`src/rtl/ccu.sv`:
```
// Central control unit: multi-cycle FETCH/DECODE/EXEC/MEM/WB sequencer
// with memory-ack timeouts, sticky trap state and retired-instruction count.
module ccu #(
    parameter int unsigned TIMEOUT = 255
) (
    input  logic        clk,
    input  logic        rst,
    input  logic        ccu_i_imem_ack,
    input  logic        ccu_i_dmem_ack,
    input  logic        ccu_i_is_load,
    input  logic        ccu_i_is_store,
    input  logic        ccu_i_is_jump,
    input  logic        ccu_i_rd_we,
    input  logic        ccu_i_illegal,
    input  logic        ccu_i_branch_taken,
    output logic        ccu_o_imem_req,
    output logic        ccu_o_ir_we,
    output logic        ccu_o_exu_en,
    output logic        ccu_o_dmem_req,
    output logic        ccu_o_dmem_we,
    output logic        ccu_o_rf_we,
    output logic        ccu_o_pc_we,
    output logic        ccu_o_pc_sel,
    output logic [2:0]  ccu_o_state,
    output logic        ccu_o_trap,
    output logic [1:0]  ccu_o_trap_cause,
    output logic [31:0] ccu_o_instret
);

    typedef enum logic [2:0] {
        S_FETCH  = 3'd0,
        S_DECODE = 3'd1,
        S_EXEC   = 3'd2,
        S_MEM    = 3'd3,
        S_WB     = 3'd4,
        S_TRAP   = 3'd5
    } state_t;

    localparam logic [7:0] WAIT_LAST = 8'(TIMEOUT - 1);

    state_t      state_q, state_d;
    logic [7:0]  wait_q, wait_d;
    logic [1:0]  cause_q, cause_d;
    logic        run_q;
    logic        redir_q;
    logic        store_q;
    logic [31:0] instret_q;
    logic        exec_cyc;
    logic        wb_cyc;

    // State, wait counter, cause and run flag registers
    always_ff @(posedge clk or negedge rst) begin
        if (!rst) begin
            state_q <= S_FETCH;
            wait_q  <= 8'd0;
            cause_q <= 2'd0;
            run_q   <= 1'b0;
        end else begin
            state_q <= state_d;
            wait_q  <= wait_d;
            cause_q <= cause_d;
            run_q   <= 1'b1;
        end
    end

    // Capture redirect and store class in EXEC, count retirements in WB
    always_ff @(posedge clk or negedge rst) begin
        if (!rst) begin
            redir_q   <= 1'b0;
            store_q   <= 1'b0;
            instret_q <= 32'd0;
        end else begin
            if (exec_cyc) begin
                redir_q <= ccu_i_branch_taken | ccu_i_is_jump;
                store_q <= ccu_i_is_store;
            end
            if (wb_cyc) begin
                instret_q <= instret_q + 32'd1;
            end
        end
    end

    // Next-state, wait counter and strobe decode
    always_comb begin
        state_d        = state_q;
        wait_d         = wait_q;
        cause_d        = cause_q;
        exec_cyc       = 1'b0;
        wb_cyc         = 1'b0;
        ccu_o_imem_req = 1'b0;
        ccu_o_ir_we    = 1'b0;
        ccu_o_exu_en   = 1'b0;
        ccu_o_dmem_req = 1'b0;
        ccu_o_dmem_we  = 1'b0;
        ccu_o_rf_we    = 1'b0;
        ccu_o_pc_we    = 1'b0;
        ccu_o_pc_sel   = 1'b0;
        ccu_o_trap     = 1'b0;
        case (state_q)
            S_FETCH: begin
                if (run_q) begin
                    ccu_o_imem_req = 1'b1;
                    if (ccu_i_imem_ack) begin
                        ccu_o_ir_we = 1'b1;
                        state_d     = S_DECODE;
                        wait_d      = 8'd0;
                    end else if (wait_q == WAIT_LAST) begin
                        state_d = S_TRAP;
                        cause_d = 2'd2;
                    end else begin
                        wait_d = wait_q + 8'd1;
                    end
                end
            end
            S_DECODE: begin
                if (ccu_i_illegal) begin
                    state_d = S_TRAP;
                    cause_d = 2'd1;
                end else begin
                    state_d = S_EXEC;
                end
            end
            S_EXEC: begin
                exec_cyc     = 1'b1;
                ccu_o_exu_en = 1'b1;
                wait_d       = 8'd0;
                if (ccu_i_is_load | ccu_i_is_store) begin
                    state_d = S_MEM;
                end else begin
                    state_d = S_WB;
                end
            end
            S_MEM: begin
                ccu_o_dmem_req = 1'b1;
                ccu_o_dmem_we  = store_q;
                if (ccu_i_dmem_ack) begin
                    state_d = S_WB;
                end else if (wait_q == WAIT_LAST) begin
                    state_d = S_TRAP;
                    cause_d = 2'd3;
                end else begin
                    wait_d = wait_q + 8'd1;
                end
            end
            S_WB: begin
                wb_cyc       = 1'b1;
                ccu_o_pc_we  = 1'b1;
                ccu_o_rf_we  = ccu_i_rd_we;
                ccu_o_pc_sel = redir_q;
                wait_d       = 8'd0;
                state_d      = S_FETCH;
            end
            S_TRAP: begin
                ccu_o_trap = 1'b1;
            end
            default: begin
                state_d = S_TRAP;
                cause_d = 2'd0;
            end
        endcase
    end

    assign ccu_o_state      = state_q;
    assign ccu_o_trap_cause = cause_q;
    assign ccu_o_instret    = instret_q;

endmodule

```
`config.mk`:
```
export PLATFORM = sky130hd
export DESIGN_NAME = ccu
export DESIGN_NICKNAME = d
export VERILOG_FILES = /design/src/rtl/ccu.sv
export SDC_FILE = /design/constraint.sdc
export NUM_CORES = 1
export LEC_CHECK = 0
export CORE_MARGIN = 3
export CORE_UTILIZATION = 50
export DETAILED_ROUTE_END_ITERATION = 16
export HOLD_SLACK_MARGIN = 0.08
export PLACE_DENSITY = 0.8
export SYNTH_ARGS = -nofsm -noshare
export SYNTH_HDL_FRONTEND = slang
export SYNTH_SLANG_ARGS = --single-unit
```
`constraint.sdc`:
```
create_clock -name clk -period 2.6 [get_ports clk]
set_input_delay 0.52 -clock clk [delete_from_list [all_inputs] [get_ports clk]]
set_output_delay 0.52 -clock clk [all_outputs]
set_load 0.02 [all_outputs]
```
# After elaboration in Yosys (flattened, before gate mapping)

Cells that the tools add are included.

Add/subtract/negate cells: 2
Equality and inequality tests: 12
Muxes and demuxes: 31
Bitwise gates (word level): 4
Reduce and logical (&&, ||, !) cells: 7

Operators with widths:

| operator              | count |
|---|---|
| $add 32x1->32 const B | 1 |
| $mux 8                | 4 |
| $pmux 8 s3            | 1 |
| $mux 3                | 6 |
| $pmux 3 s6            | 1 |
| $mux 1                | 12 |
| $mux 2                | 6 |
| $ne 2x2->1 const B    | 6 |
| $add 8x1->8 const B   | 1 |
| $eq 8x8->1 const B    | 1 |
| $pmux 2 s4            | 1 |
| $reduce_and 7->1      | 1 |
| $eq 3x2->1 const B    | 2 |
| $eq 3x3->1 const B    | 2 |
| $eq 3x1->1 const B    | 1 |
| $logic_not 3->1       | 1 |
| $reduce_and 3->1      | 1 |
| $reduce_bool 3->1     | 1 |
| $reduce_or 3->1       | 1 |
| $not 1->1             | 2 |
| $or 1x1->1            | 2 |
| $reduce_and 2->1      | 1 |
| $reduce_or 2->1       | 1 |

Register bits: 48
Input bits: 10
Output and inout port bits: 46
Word-level logic and storage cells: 63

# Depth between registers and ports, before layout

Gate-level depths: netlist of the first run.

Word-level depth: 5
Mapped depth: 7
Gate-level depth less buffers: 6

# Least setup slack after synthesis of the first run

Ideal clock, no wire load.

Path type: register to output
Start point: register state_q[0], in the netlist ccu_o_state[0]
End point: output port ccu_o_pc_sel
Arrival time: 1.583 ns
Data required time: 2.080 ns
Setup slack: 0.497 ns
Stages on the path, launching flop included: 5
Buffers on the path: 1
Path through: dfrtp_1 > buf_6 > or3b_4 > inv_1 > and2_1

Word-level cells in the longest chain between the ends: 2

Ends and longest elaborated chain:

| item                   | RTL line | RTL |
|---|---|---|
| from (decl)            | 41       | `state_t state_q, state_d;` |
| from (signal assigned) | 59       | `state_q <= state_d;` |
| $eq 3x3->1             | 99       | `case (state_q)` |
| $mux 1                 | 99       |  |
| to (decl)              | 23       | `output logic ccu_o_pc_sel,` |

No other way between the ends.

# Final worst setup path of the first run

Start point: register state_q[0], in the netlist ccu_o_state[0]
End point: output port ccu_o_pc_we

Word-level cells in the longest chain between the ends: 2

Ends and longest elaborated chain:

| item       | RTL line | RTL |
|---|---|---|
| $eq 3x3->1 | 99       |  |
| $mux 1     | 99       |  |
| to (decl)  | 22       | `output logic ccu_o_pc_we,` |

No other way between the ends.

==> metrics.yaml, run 1 <==
synthesis:
  muxShareOfSynthArea: 0.00459
  async_reset_ff_frac: 1.00
  synthAdderAreaFrac: 0.0153
  synth_seq_area_share: 0.490
  synth_warnings: 0
  synth_cells: 260
  avgSynthCellArea_um2: 9.44
  synthSimpleGateAreaFrac: 0.246
  mappedNetlistArea_mm2: 0.00245
  synth_edf_count: 0
  ys_seq_elements: 48
  synth_top_flop_cell: "dfrtp_1"
  synth_top_family_by_area: "simple AND/OR/NAND/NOR gates"
  synth_compound_area_frac: 0.0943
  syn_nets: 273
  synth-xor-area-share: 0.111
  synth_cell_types: 43
outcome:
  status: "finished, final reports clean"
critical_path:
  worstPathMaxFanout: 6
  end_kind: "output pin"
  start_kind: "flop"
  critPathKind: "flop to output pin"
  cp_data_required_time_ns: 2.08
  crit_arrival_ns: 1.95
  rrSetupSlack_ns: 0.42
  crit_start: "ccu_o_state[0]$_DFFE_PN0P_"
  timing.rr.start: "ccu_o_instret[0]$_DFFE_PN0P_"
global_route:
  grt.overflow.total: 0
  grt_antenna_before_repair: 0
  grt_use_total: 0.178
  grt_pass1_wl_um: 8690
  grt_max_degree: 30
  grt_pass1_vias: 1906
clocking:
  cts-root-buf: "clkbuf_8"
  numCtsBuffers: 5
  clock_path_buffers: 2
  clk_latency_ns: 0.29
  cts_tree: "yes"
  cts.sinks: 48
  post_cts_resized: 1
  cts_setup_buffers: 0
  cts-hold-fix-buffers: 0
  htreeDepth: 2
  clkSlewWorstSetupHoldPaths_ns: 0.08
flow_run:
  max-cap-violations: 0
floorplan:
  core-area_mm2: 0.00453
  io_pins: 56
  die_w_um: 76.1
  fp.dieH_um: 76.1
  dieArea_mm2: 0.00578
  start_util: 0.541
  rows: 24
timing:
  final_max_slew_viol_count: 0
  period_share: 0.949
  finClkSkew_ns: 0.00596
  rsz0062_at_grt: "false"
  slew_headroom: 0.497
  setup_tns_ns: 0
  tightest_slew_ns: 0.749
  setup_viol: 0
  period_minus_slack_ns: 2.47
  hold_violations: 0
  max_freq_mhz: 405
route:
  wirelength_um: 5100
  antenna_left: 0
  initialDrtViolationCount: 115
  wl_per_cell_um: 13.2
  first_pass_iters: 4
  route.top_layer_used: "met4"
  drc: 0
  routed_via_density: 5.33
  vias: 2058
  wl_met3_um: 264
  wl_met1_um: 2350
  met2_length_um: 2450
pwr:
  p_leak_nw: 1.40
  power_mw: 2.59
  ir_drop_mv: 0.640
  powerDensity_mw_per_mm2: 806
finish:
  seqCellArea_mm2: 0.00120
  fin_util: 0.708
  drive_above_1_share: 0.0717
  area_growth_syn_to_layout_pct: 30.7
  antennaDiodeCount: 0
  nets: 333
  multiInputGateArea_mm2: 0.00116
  fill_cells: 348
place:
  place.port_buffers: 55
  dp_hpwl_um: 3850
  place.gp.congestion: 0.884
worst_hold_path:
  hp-class: "primary input to asynchronous set/reset pin"
critical path, cell delays in order (launching register included):
cell             delay [ns]
dfrtp_1                0.42
or3b_4                 0.45
inv_1                  0.16
clkdlybuf4s50_1        0.63
cell families (layout without fill, tap and decap cells):
group	count (synthesis)	count (layout)
buffers and inverters	21	82
and+or+nand+nor	117	117
adders and majority gates	3	3
other	1	1
xor gates and xnor gates	31	31
AOI/OAI and AO/OA	38	38
DFF	48	48
muxes	1	1
final cells by class:
type	count	share of cell area
Clock buffer	7	0.0300
Clock inverter	1	0.00936
Inverter	13	0.0152
Multi-Input combinational cell	191	0.361
Sequential cell	48	0.374
Tap cell	65	0.0254
Timing Repair Buffer	61	0.184
metal layers:
layer,global-route usage,vias up
met1,0.239,977
met5,0,-
met2,0.295,67
met3,0.0366,4
li1,-,1010
met4,0.0435,0
sequential cells by signal (all words and copies together) (netlist names):
signal	cells
wait_q	8
redir_q	1
store_q	1
ccu_o_instret	32
run_q	1
ccu_o_trap_cause	2
ccu_o_state	3
metrics by stage:
step,hold WS [ns],std cells,setup WS [ns],area (µm²)
finish,0.237,386,0.132,3210
global route,0.279,386,0.00604,3210
CTS,0.247,386,0.00419,3210
detailed placement,0.466,378,0.298,3080
global placement,0.460,378,0.296,3080
floorplan,0.224,260,0.497,2450
cell usage in the layout, fill, tap and decap left out, drive strengths merged, types with 5 or more instances in the layout:
cell type / instances
xor2: 10
nand4: 7
buf: 7
dfrtp: 48
a21oi: 13
nor2: 25
nor3: 11
inv: 13
and2: 8
o21ai: 9
clkbuf: 7
nand3: 18
clkdlybuf4s50: 52
and3: 5
xnor2: 21
nand2: 28
where the power goes:
part	total [mW]	leakage (nW)	internal [mW]	switching [mW]
clock	0.575	0.0645	0.339	0.236
combinational	1.06	0.689	0.457	0.606
sequential	0.949	0.644	0.845	0.105
cells in the mapped netlist (2+ instances only):
cell      count  area [µm²]
inv_1        13        48.8
nand2_1      28         105
nand2b_1      2        12.5
ha_1          3        37.5
and3_1        5        31.3
o21ai_0       9        45.0
a31oi_1       3        18.8
clkbuf_1      3        11.3
nand4_1       7        43.8
nor2_1       25        93.8
xor2_1       10        87.6
nor3_1       11        55.1
a211oi_1      2        15.0
and2_1        7        43.8
or2_2         2        12.5
xnor2_1      21         184
a21oi_1      13        65.1
buf_2         3        15.0
nand3_1      18        90.1
dfrtp_1      48        1200
o22ai_1       3        18.8
or3_1         3        18.8
final timing paths:
kind / end / depth (start not counted)
hold reg to reg: ccu_o_instret[31]$_DFFE_PN0P_ / 1
setup reg to reg: ccu_o_instret[26]$_DFFE_PN0P_ / 6
setup / recovery: ccu_o_pc_we / 3
min in group clk: ccu_o_instret[31]$_DFFE_PN0P_ / 1
max in group asynchronous: ccu_o_instret[7]$_DFFE_PN0P_ / 2
hold / removal: ccu_o_instret[6]$_DFFE_PN0P_ / 1
No activity file was read; power rests on OpenSTA's default activity.
==> run 2, diff against run 1 <==
ABC_CLOCK_PERIOD_IN_PS = 2290   (was default)
PLACE_DENSITY = 0.88   (was 0.8)
clock period = 2.29 ns   (was 2.6 ns; I/O delays follow)
==> run 2 against run 1 <==
Compared with the run above:
- total power rose by 15%
- worst setup slack got worse by 0.027 ns
- global-route usage rose by 1.7 points
- sequential share of layout area fell by 0.32 points
- highest routed layer unchanged
- largest cell class unchanged
- critical path type unchanged
- combinational power rose by 13%
- clock power rose by 22%
- clock skew rose by 0.0022 ns
- routed wire length rose by 5.3%
==> metrics.yaml, run 2 (synthesis results as in run 1) <==
route:
  antenna_left: 0
  initialDrtViolationCount: 137
  wirelength_um: 5370
  wl_per_cell_um: 13.8
  drc: 0
  vias: 2098
  first_pass_iters: 6
  routed_via_density: 5.38
flow_run:
  max-cap-violations: 0
timing:
  tightest_slew_ns: 0.527
  hold_violations: 0
  slew_headroom: 0.646
  finClkSkew_ns: 0.00819
  period_share: 0.954
  rsz0062_at_grt: "false"
  setup_tns_ns: 0
  final_max_slew_viol_count: 0
  setup_viol: 0
  max_freq_mhz: 458
  period_minus_slack_ns: 2.18
floorplan:
  rows: 24
  fp.dieH_um: 76.1
  die_w_um: 76.1
  start_util: 0.541
  io_pins: 56
  dieArea_mm2: 0.00578
  core-area_mm2: 0.00453
outcome:
  status: "finished, final reports clean"
global_route:
  grt_pass1_vias: 2033
  grt_max_degree: 21
  grt_antenna_before_repair: 0
  grt.overflow.total: 0
  grt_use_total: 0.194
  grt_pass1_wl_um: 9330
finish:
  largest_reg_flops: 32
  final_common_cell: "dfrtp_1"
  nets: 338
  area_growth_syn_to_layout_pct: 31.9
  postLayoutCellArea_mm2: 0.00324
  drive_above_1_share: 0.0831
  final_cell_mix: "dfrtp_1 (48), clkdlybuf4s50_1 (45), nand2_1 (28)"
  fill_cells: 336
  antennaDiodeCount: 0
place:
  place.port_buffers: 55
  dp_hpwl_um: 4060
  placed_area_mm2: 0.00312
  place.gp.congestion: 0.871
clocking:
  clock_path_buffers: 2
  clkSlewWorstSetupHoldPaths_ns: 0.09
  clk_latency_ns: 0.30
  cts-root-buf: "clkbuf_8"
  post_cts_resized: 9
  cts-hold-fix-buffers: 0
  cts_tree: "yes"
  htreeDepth: 2
  cts.sinks: 48
  cts_setup_buffers: 0
  numCtsBuffers: 5
critical_path:
  critPathBufInv: 2
  cp_data_required_time_ns: 1.83
  worstPathMaxFanout: 5
  slowest_stage: "or3b_4"
  crit_chain: "or3b_4, inv_1, and2_1, dlygate4sd2_1"
  path_depth: 4
  start_kind: "flop"
  critPathKind: "flop to output pin"
  crit_arrival_ns: 1.73
  end_kind: "output pin"
  max_stage_delay_ns: 0.45
  worstRegToRegCells: 6
  cpLargestDelayFamily: "simple AND/OR/NAND/NOR gates"
pwr:
  powerDensity_mw_per_mm2: 923
  p_leak_nw: 1.44
  ir_drop_mv: 0.598
worst_hold_path:
  hp-class: "primary input to asynchronous set/reset pin"
run 2: changes by cell type in the layout (fill, tap and decap cells not counted):
| cell | before | now |
|---|---|---|
| dlygate4sd2_1 | 1 | 9 |
| clkdlybuf4s50_1 | 52 | 45 |
| buf_4 | 6 | 11 |
| clkbuf_8 | 7 | 5 |
| bufinv_16 | 1 | 2 |
| dlymetal6s2s_1 | 1 | 0 |
run 2: layout make-up:
type	count	area, µm²	area share
flip-flops and latches	48	1200	0.371
multi-input cells	191	1160	0.358
repair buffers	66	617	0.191
well taps	65	81.3	0.0251
clock buffers	5	68.8	0.0213
clock inverters	2	60.1	0.0186
inverters	13	48.8	0.0151
run 2: final timing paths:
kind                       slack (ns)                       endpoint                     startpoint
hold / removal                   0.08   ccu_o_instret[6]$_DFFE_PN0P_                            rst
max in group asynchronous        1.63  ccu_o_instret[12]$_DFFE_PN0P_                            rst
setup / recovery                 0.11                    ccu_o_rf_we     ccu_o_state[0]$_DFFE_PN0P_
hold reg to reg                  0.47  ccu_o_instret[31]$_DFFE_PN0P_  ccu_o_instret[31]$_DFFE_PN0P_
min in group clk                 0.47  ccu_o_instret[31]$_DFFE_PN0P_  ccu_o_instret[31]$_DFFE_PN0P_
setup reg to reg                 0.26  ccu_o_instret[26]$_DFFE_PN0P_   ccu_o_instret[0]$_DFFE_PN0P_
run 2: metrics by stage:
| stage | instances | setup WS [ns] | hold slack, ns | util | total power, mW |
|---|---|---|---|---|---|
| 3_3_place_gp | 383 | 0.114 | 0.420 | 0.688 | 2.29 |
| 6_report | 390 | 0.105 | 0.0804 | 0.714 | 2.99 |
| 4_1_cts | 390 | 0.0886 | 0.0917 | 0.714 | 3.00 |
| 2_1_floorplan | 260 | 0.235 | 0.162 | - | 1.88 |
| 3_5_place_dp | 383 | 0.0723 | 0.418 | 0.688 | 2.33 |
| 5_1_grt | 390 | 0.0177 | 0.108 | 0.714 | 3.18 |
run 2: where the power goes:
| group | total (mW) | internal, mW | leakage [nW] | switching (mW) |
|---|---|---|---|---|
| clock | 0.703 | 0.430 | 0.0642 | 0.273 |
| combinational | 1.20 | 0.510 | 0.731 | 0.691 |
| sequential | 1.08 | 0.959 | 0.644 | 0.123 |
run 2: routing by layer:
metal  share of wire  routed length, µm  vias to the layer above  GRT usage
met5               0                  0                        -          0
met4           0.015                 78                        0     0.0616
met3           0.053                282                        8     0.0355
met2            0.49               2630                       75      0.330
met1            0.44               2380                      994      0.254
li1                -                  -                     1021          -
